[config.mk]
export PLATFORM = sky130hd
export DESIGN_NAME = display_scan_ctrl
export DESIGN_NICKNAME = d
export VERILOG_FILES = /design/src/rtl/display_pkg.sv /design/src/rtl/hex_to_seg7.sv /design/src/rtl/display_scan_ctrl.sv
export SDC_FILE = /design/constraint.sdc
export NUM_CORES = 1
export LEC_CHECK = 0
export CORE_MARGIN = 1.5
export CORE_UTILIZATION = 60
export CTS_CLUSTER_DIAMETER = 40
export DETAILED_ROUTE_END_ITERATION = 10
export HOLD_SLACK_MARGIN = 0.03
export PLACE_DENSITY_LB_ADDON = 0.2
export SETUP_SLACK_MARGIN = 0.02
export SLEW_MARGIN = 5
export SYNTH_ARGS = -nofsm -noshare
export SYNTH_HDL_FRONTEND = slang
export SYNTH_SLANG_ARGS = --single-unit
export TNS_END_PERCENT = 30
[constraint.sdc]
create_clock -name clock -period 7.7 [get_ports clock]
set_input_delay 2.31 -clock clock [delete_from_list [all_inputs] [get_ports clock]]
set_output_delay 2.31 -clock clock [all_outputs]
set_load 0.005 [all_outputs]
[src/rtl/display_pkg.sv]
// rtl/display_pkg.sv - shared constants, types and helpers for the seven-segment scan controller
package display_pkg;

    localparam int SCAN_DIV_DEFAULT     = 25000;
    localparam int BLANK_CYCLES_DEFAULT = 500;

    typedef logic [1:0] digit_idx_t;

    typedef enum logic {
        PH_BLANK,
        PH_ON
    } slot_phase_t;

    // Patterns are {g,f,e,d,c,b,a}; a 0 bit lights that segment.
    localparam logic [6:0] SEG_OFF = 7'h7F;
    localparam logic [6:0] SEG_0   = 7'h40;
    localparam logic [6:0] SEG_1   = 7'h79;
    localparam logic [6:0] SEG_2   = 7'h24;
    localparam logic [6:0] SEG_3   = 7'h30;
    localparam logic [6:0] SEG_4   = 7'h19;
    localparam logic [6:0] SEG_5   = 7'h12;
    localparam logic [6:0] SEG_6   = 7'h02;
    localparam logic [6:0] SEG_7   = 7'h78;
    localparam logic [6:0] SEG_8   = 7'h00;
    localparam logic [6:0] SEG_9   = 7'h10;
    localparam logic [6:0] SEG_A   = 7'h08;
    localparam logic [6:0] SEG_B   = 7'h03;
    localparam logic [6:0] SEG_C   = 7'h46;
    localparam logic [6:0] SEG_D   = 7'h21;
    localparam logic [6:0] SEG_E   = 7'h06;
    localparam logic [6:0] SEG_F   = 7'h0E;

    // True when digit k and every digit to its left hold zero; digit 0 never qualifies.
    function automatic logic lead_zero(input logic [15:0] v, input digit_idx_t k);
        case (k)
            2'd3:    lead_zero = (v[15:12] == 4'h0);
            2'd2:    lead_zero = (v[15:8] == 8'h00);
            2'd1:    lead_zero = (v[15:4] == 12'h000);
            default: lead_zero = 1'b0;
        endcase
    endfunction

endpackage

[src/rtl/hex_to_seg7.sv]
// rtl/hex_to_seg7.sv - combinational hex nibble to active-low seven-segment pattern
module hex_to_seg7
    import display_pkg::*;
(
    input  logic [3:0] nibble,
    output logic [6:0] seg
);

    always_comb begin
        seg = SEG_OFF;
        case (nibble)
            4'h0: seg = SEG_0;
            4'h1: seg = SEG_1;
            4'h2: seg = SEG_2;
            4'h3: seg = SEG_3;
            4'h4: seg = SEG_4;
            4'h5: seg = SEG_5;
            4'h6: seg = SEG_6;
            4'h7: seg = SEG_7;
            4'h8: seg = SEG_8;
            4'h9: seg = SEG_9;
            4'hA: seg = SEG_A;
            4'hB: seg = SEG_B;
            4'hC: seg = SEG_C;
            4'hD: seg = SEG_D;
            4'hE: seg = SEG_E;
            4'hF: seg = SEG_F;
        endcase
    end

endmodule

[src/rtl/display_scan_ctrl.sv]
// rtl/display_scan_ctrl.sv - four-digit seven-segment scan scheduler with frame-aligned value update
// Optional build macro LEADING_ZERO_BLANK_EN suppresses leading-zero digits.
module display_scan_ctrl
    import display_pkg::*;
#(
    parameter int SCAN_DIV     = SCAN_DIV_DEFAULT,
    parameter int BLANK_CYCLES = BLANK_CYCLES_DEFAULT
) (
    input  logic        clock,
    input  logic        reset_n,
    input  logic        disp_en,
    input  logic [15:0] value_in,
    input  logic        value_valid,
    output logic        a,
    output logic        b,
    output logic        c,
    output logic        d,
    output logic        e,
    output logic        f,
    output logic        g,
    output logic        d0,
    output logic        d1,
    output logic        d2,
    output logic        d3,
    output logic        frame_start,
    output logic        update_pending
);

    localparam int CW = (SCAN_DIV > 2) ? $clog2(SCAN_DIV) : 1;
    localparam logic [CW-1:0] SLOT_LAST = CW'(SCAN_DIV - 1);
    localparam logic [CW-1:0] BLANK_END = CW'(BLANK_CYCLES);

    logic [CW-1:0] slot_cnt, slot_nxt;
    digit_idx_t    digit_idx, digit_nxt;
    logic [15:0]   shadow, shadow_nxt;
    logic [15:0]   pending, pending_nxt;
    logic          pend_flag, pend_flag_nxt;
    logic          boundary;
    slot_phase_t   phase_nxt;
    logic          suppress;
    logic [3:0]    nibble;
    logic [6:0]    seg_dec;
    logic [6:0]    seg_nxt, seg_q;
    logic [3:0]    dig_nxt, dig_q;
    logic          frame_q;

    // Slot and digit counters; the wrap out of digit 3 is the frame boundary.
    always_comb begin
        boundary  = (slot_cnt == SLOT_LAST) && (digit_idx == 2'd3);
        slot_nxt  = slot_cnt + CW'(1);
        digit_nxt = digit_idx;
        if (slot_cnt == SLOT_LAST) begin
            slot_nxt  = '0;
            digit_nxt = digit_idx + 2'd1;
        end
    end

    // Double buffer: a strobe on the boundary edge bypasses pending entirely.
    always_comb begin
        shadow_nxt    = shadow;
        pending_nxt   = pending;
        pend_flag_nxt = pend_flag;
        if (boundary) begin
            if (value_valid) begin
                shadow_nxt    = value_in;
                pending_nxt   = value_in;
                pend_flag_nxt = 1'b0;
            end else if (pend_flag) begin
                shadow_nxt    = pending;
                pend_flag_nxt = 1'b0;
            end
        end else if (value_valid) begin
            pending_nxt   = value_in;
            pend_flag_nxt = 1'b1;
        end
    end

    assign nibble = shadow_nxt[{digit_nxt, 2'b00} +: 4];

    hex_to_seg7 u_hex_to_seg7 (
        .nibble (nibble),
        .seg    (seg_dec)
    );

    // Outputs are computed from the state being entered so the registers line up with it.
    always_comb begin
        phase_nxt = (slot_nxt < BLANK_END) ? PH_BLANK : PH_ON;
`ifdef LEADING_ZERO_BLANK_EN
        suppress  = lead_zero(shadow_nxt, digit_nxt);
`else
        suppress  = 1'b0;
`endif
        seg_nxt   = SEG_OFF;
        dig_nxt   = 4'hF;
        if (disp_en && (phase_nxt == PH_ON) && !suppress) begin
            seg_nxt = seg_dec;
            dig_nxt = ~(4'b0001 << digit_nxt);
        end
    end

    always_ff @(posedge clock or negedge reset_n) begin
        if (!reset_n) begin
            slot_cnt  <= SLOT_LAST;
            digit_idx <= 2'd3;
            shadow    <= '0;
            pending   <= '0;
            pend_flag <= 1'b0;
            seg_q     <= SEG_OFF;
            dig_q     <= 4'hF;
            frame_q   <= 1'b0;
        end else begin
            slot_cnt  <= slot_nxt;
            digit_idx <= digit_nxt;
            shadow    <= shadow_nxt;
            pending   <= pending_nxt;
            pend_flag <= pend_flag_nxt;
            seg_q     <= seg_nxt;
            dig_q     <= dig_nxt;
            frame_q   <= boundary;
        end
    end

    assign {g, f, e, d, c, b, a} = seg_q;
    assign {d3, d2, d1, d0}      = dig_q;
    assign frame_start           = frame_q;
    assign update_pending        = pend_flag;

endmodule

==> metrics.csv <==
stage,metric,value,unit
outcome,outcome,"finished, final reports clean",
clock_network,clk_lat worst skew,340,ps
sta,worst hold slack,489,ps
critical_path,CP Launch Type,primary input,
pwr,internal power,0.000515,W
routing,Antenna Nets Post-Route,0,
global_routing,remaining global-route overflow,0,
critical_path,WP data arrival,5120,ps
pwr,switching share of power,0.213,
synthesis,Netlist cell types,52,
synthesis,"area leader, netlist",dfrtp_1,
pwr,Comb power frac,0.048,
global_routing,global-route wire length before repair,10100,microns
synthesis,main combinational cell family by area after synthesis,simple AND/OR/NAND/NOR gates,
sta,max-slew violation count,0,
synthesis,synth warn,0,
sta,Final WS setup,2820,ps
routing,drt first-iter violations,172,
global_routing,pin count of the biggest net entering global routing,63,
floorplanning,Die ar.,0.00555,sq mm
routing,drt drc,0,
hold_path,Hold Path Origin,pending[13],
floorplanning,Initial Util,0.637,
critical_path,WP data required,7940,ps
job,Max-cap violations,0,
synthesis,multiplexer share of the synthesized area,0.0681,
place,# port buffers,32,
clock_network,"Clk pin slew, worst setup/hold paths",60,ps
critical_path,Reg-to-Reg Start,slot_cnt[0],
pwr,sw power,0.000140,W
floorplanning,Placeable Area,0.00482,sq mm
final_layout,final net count,337,
floorplanning,row cnt,25,
floorplanning,Ports,33,
sta,skew final,6.36,ps
sta,Fin. Hold Viols,0,
pwr,Peak VDD IR,0.135,mV
pwr,P per Cell Area,182,mW/mm^2
synthesis,"Primary FF master, synth",dfrtp_1,
final_layout,Layout area overhead,16.9,%
synthesis,post-synthesis instance total,280,
synthesis,syn nets,306,
sta,Slew @ Worst Pin,1040,ps
sta,final setup fails,0,
synthesis,dominant cells by area after synthesis,"dfrtp_1, dfstp_2, mux2i_1",
sta,final worst-path cycle share,0.634,
final_layout,layout cells sized above 1,0.171,
synthesis,Netlist Area Pre-Place,0.00307,sq mm
synthesis,Commonest cells post-synth,"dfrtp_1, nor2_1, dfstp_2, nand2_1, nand3_1",
sta,fmax,205,MHz
sta,setup TNS,0,ps
pwr,Clock Power Share,0.437,
place,DP Wirelength,3990,microns
synthesis,"Seq/Total Area, Yosys",0.514,
global_routing,antenna violations before repair,0,
sta,max_slew headroom,0.304,
final_layout,Layout Cells excl Fill,383,
global_routing,total track usage,0.247,
critical_path,Worst Setup SP,value_valid,
floorplanning,die height,74.5,microns
clock_network,CTS Hold Bufs,0,
place,Post-Place Setup Slack,2500,ps
place,GP Congestion,0.850,
pwr,leakage power,1.62,nW
hold_path,Hold Path Class,reg2reg,
critical_path,R2R depth,13,
routing,DR WL/cell,15.6,microns
clock_network,htree depth,3,
synthesis,simple logic cell fraction of the synthesized area,0.170,
clock_network,postcts setup bufs,0,
critical_path,Worst setup EP type,register,
synthesis,Synth top area share,0.334,
critical_path,worst flop-to-flop path endpoint,seg_q[3],
hold_path,Hold Path Stages,1,
global_routing,number of global-route vias before repair,2145,
floorplanning,Chip Width,74.5,microns
critical_path,slack of the worst reg-to-reg path,3000,ps
routing,Initial DRT Pass Iterations,4,
clock_network,Sink Count,62,
routing,final WL,5970,microns
clock_network,Root Driver,clkbuf_8,
synthesis,number of synthesized flops with an enable pin,0,
final_layout,Diodes inserted,0,
clock_network,TritonCTS clock tree,built,
routing,Via density,5.72,
critical_path,crit path max fanout,29,
routing,via count,2189,
sta,minimum clock period,4880,ps
place,placed insts,367,
clock_network,post-CTS resize count,0,
synthesis,"count leader, synth",dfrtp_1,
pwr,Reg power frac,0.515,
clock_network,CTS Buf Count,9,
clock_network,clk buf depth,2,
synthesis,Post-synth ARST share,1.00,
synthesis,Seq cells post-synth,62,
critical_path,Crit Path Category,in2reg,
synthesis,syn avg cell area,11.0,sq um
synthesis,post-synthesis compound-gate area fraction,0.135,
synthesis,xor/xnor share of the synthesized area,0.0400,
synthesis,Adder-Cell Fraction of Synth Area,0.0245,
hold_path,Hold EP,pending[13],
sta,RSZ-0062 raised after global routing,false,
## worst max-delay path by stage
stage | to | slack [ps] | cells past startpoint
after floorplan | seg_q[3] | 3270 | 12
after global placement | seg_q[6] | 2490 | 8
after detailed placement | seg_q[6] | 2500 | 8
after CTS | seg_q[6] | 2860 | 8
after global routing | seg_q[6] | 2500 | 8
final | seg_q[6] | 2820 | 8
## power groups by stage
stage / Sequential (W) / Clock, W / Combinational [W]
after floorplan: 0.000342 / 0 / 0.0000134
after global placement: 0.000342 / 0 / 0.0000311
after detailed placement: 0.000343 / 0 / 0.0000320
after CTS: 0.000337 / 0.000293 / 0.0000323
after global routing: 0.000338 / 0.000311 / 0.0000361
final: 0.000337 / 0.000286 / 0.0000314
## metal layers
metal	track usage	vias to the layer above	routed length [microns]
met1	0.330	1053	2720
li1	-	1067	-
met4	0.0869	0	84
met3	0.0745	9	282
met5	0	-	0
met2	0.386	60	2880
## kinds of logic after synthesis
logic type	count (synthesis)
compound gates	58
xor+xnor	14
fa+ha+maj	6
buf+inv	27
flops	62
mux	19
simple gates	94
## cells in the final DEF (no fill, tap or decap), types with 2 or more instances in the layout
| master | Yosys | layout |
|---|---|---|
| xnor2_1 | 6 | 6 |
| nor2_1 | 24 | 24 |
| nand2b_1 | 3 | 3 |
| inv_1 | 10 | 10 |
| clkdlybuf4s50_1 | 0 | 31 |
| a21o_1 | 7 | 7 |
| dfrtp_1 | 41 | 41 |
| o21ai_1 | 3 | 3 |
| xor2_1 | 8 | 8 |
| nor2b_1 | 2 | 2 |
| nand2_1 | 21 | 21 |
| nor4_4 | 2 | 2 |
| o21ai_0 | 6 | 6 |
| o211ai_1 | 2 | 2 |
| a32oi_1 | 7 | 7 |
| clkinv_2 | 0 | 3 |
| and2_1 | 9 | 9 |
| ha_1 | 6 | 6 |
| dfstp_2 | 21 | 21 |
| mux2_2 | 5 | 5 |
| a21oi_1 | 6 | 6 |
| a31oi_1 | 4 | 4 |
| o221ai_1 | 4 | 4 |
| clkbuf_8 | 0 | 11 |
| nand3_1 | 16 | 16 |
| o22ai_1 | 5 | 5 |
| mux2i_1 | 13 | 13 |
| or2_1 | 2 | 2 |
| and3_1 | 4 | 4 |
| buf_4 | 5 | 2 |
| a211oi_1 | 8 | 8 |
## worst max-delay path, cell delays in order
cell and delay (ps):
clkdlybuf4s50_1 450, buf_4 280, mux2_2 390, nand3_1 110
a211oi_1 100, nor4_2 940, nand2_1 240, o221ai_1 300
## per-stage QoR
stage	cell area (sq um)	utilization	total power (W)
finish	3590	0.745	0.000655
global route	3590	0.745	0.000685
CTS	3590	0.745	0.000663
detailed placement	3390	0.703	0.000375
global placement	3390	0.703	0.000373
floorplan	3070	-	0.000355
## sequential cells by signal, summed over array words and instances (netlist names)
register / flops
update_pending: 1
pending: 16
digit_idx: 2
shadow: 16
slot_cnt: 15
seg_q: 7
frame_start: 1
dig_q: 4
## layout make-up
type | instances | area, sq um
Clock inverter | 4 | 45.0
Clock buffer | 12 | 155
Sequential cell | 62 | 1580
Multi-Input combinational cell | 191 | 1340
Timing Repair Buffer | 34 | 330
Tap cell | 67 | 83.8
Inverter | 13 | 53.8
Fill cell | 351 | 1230
Power figures use the tool's default switching activity.
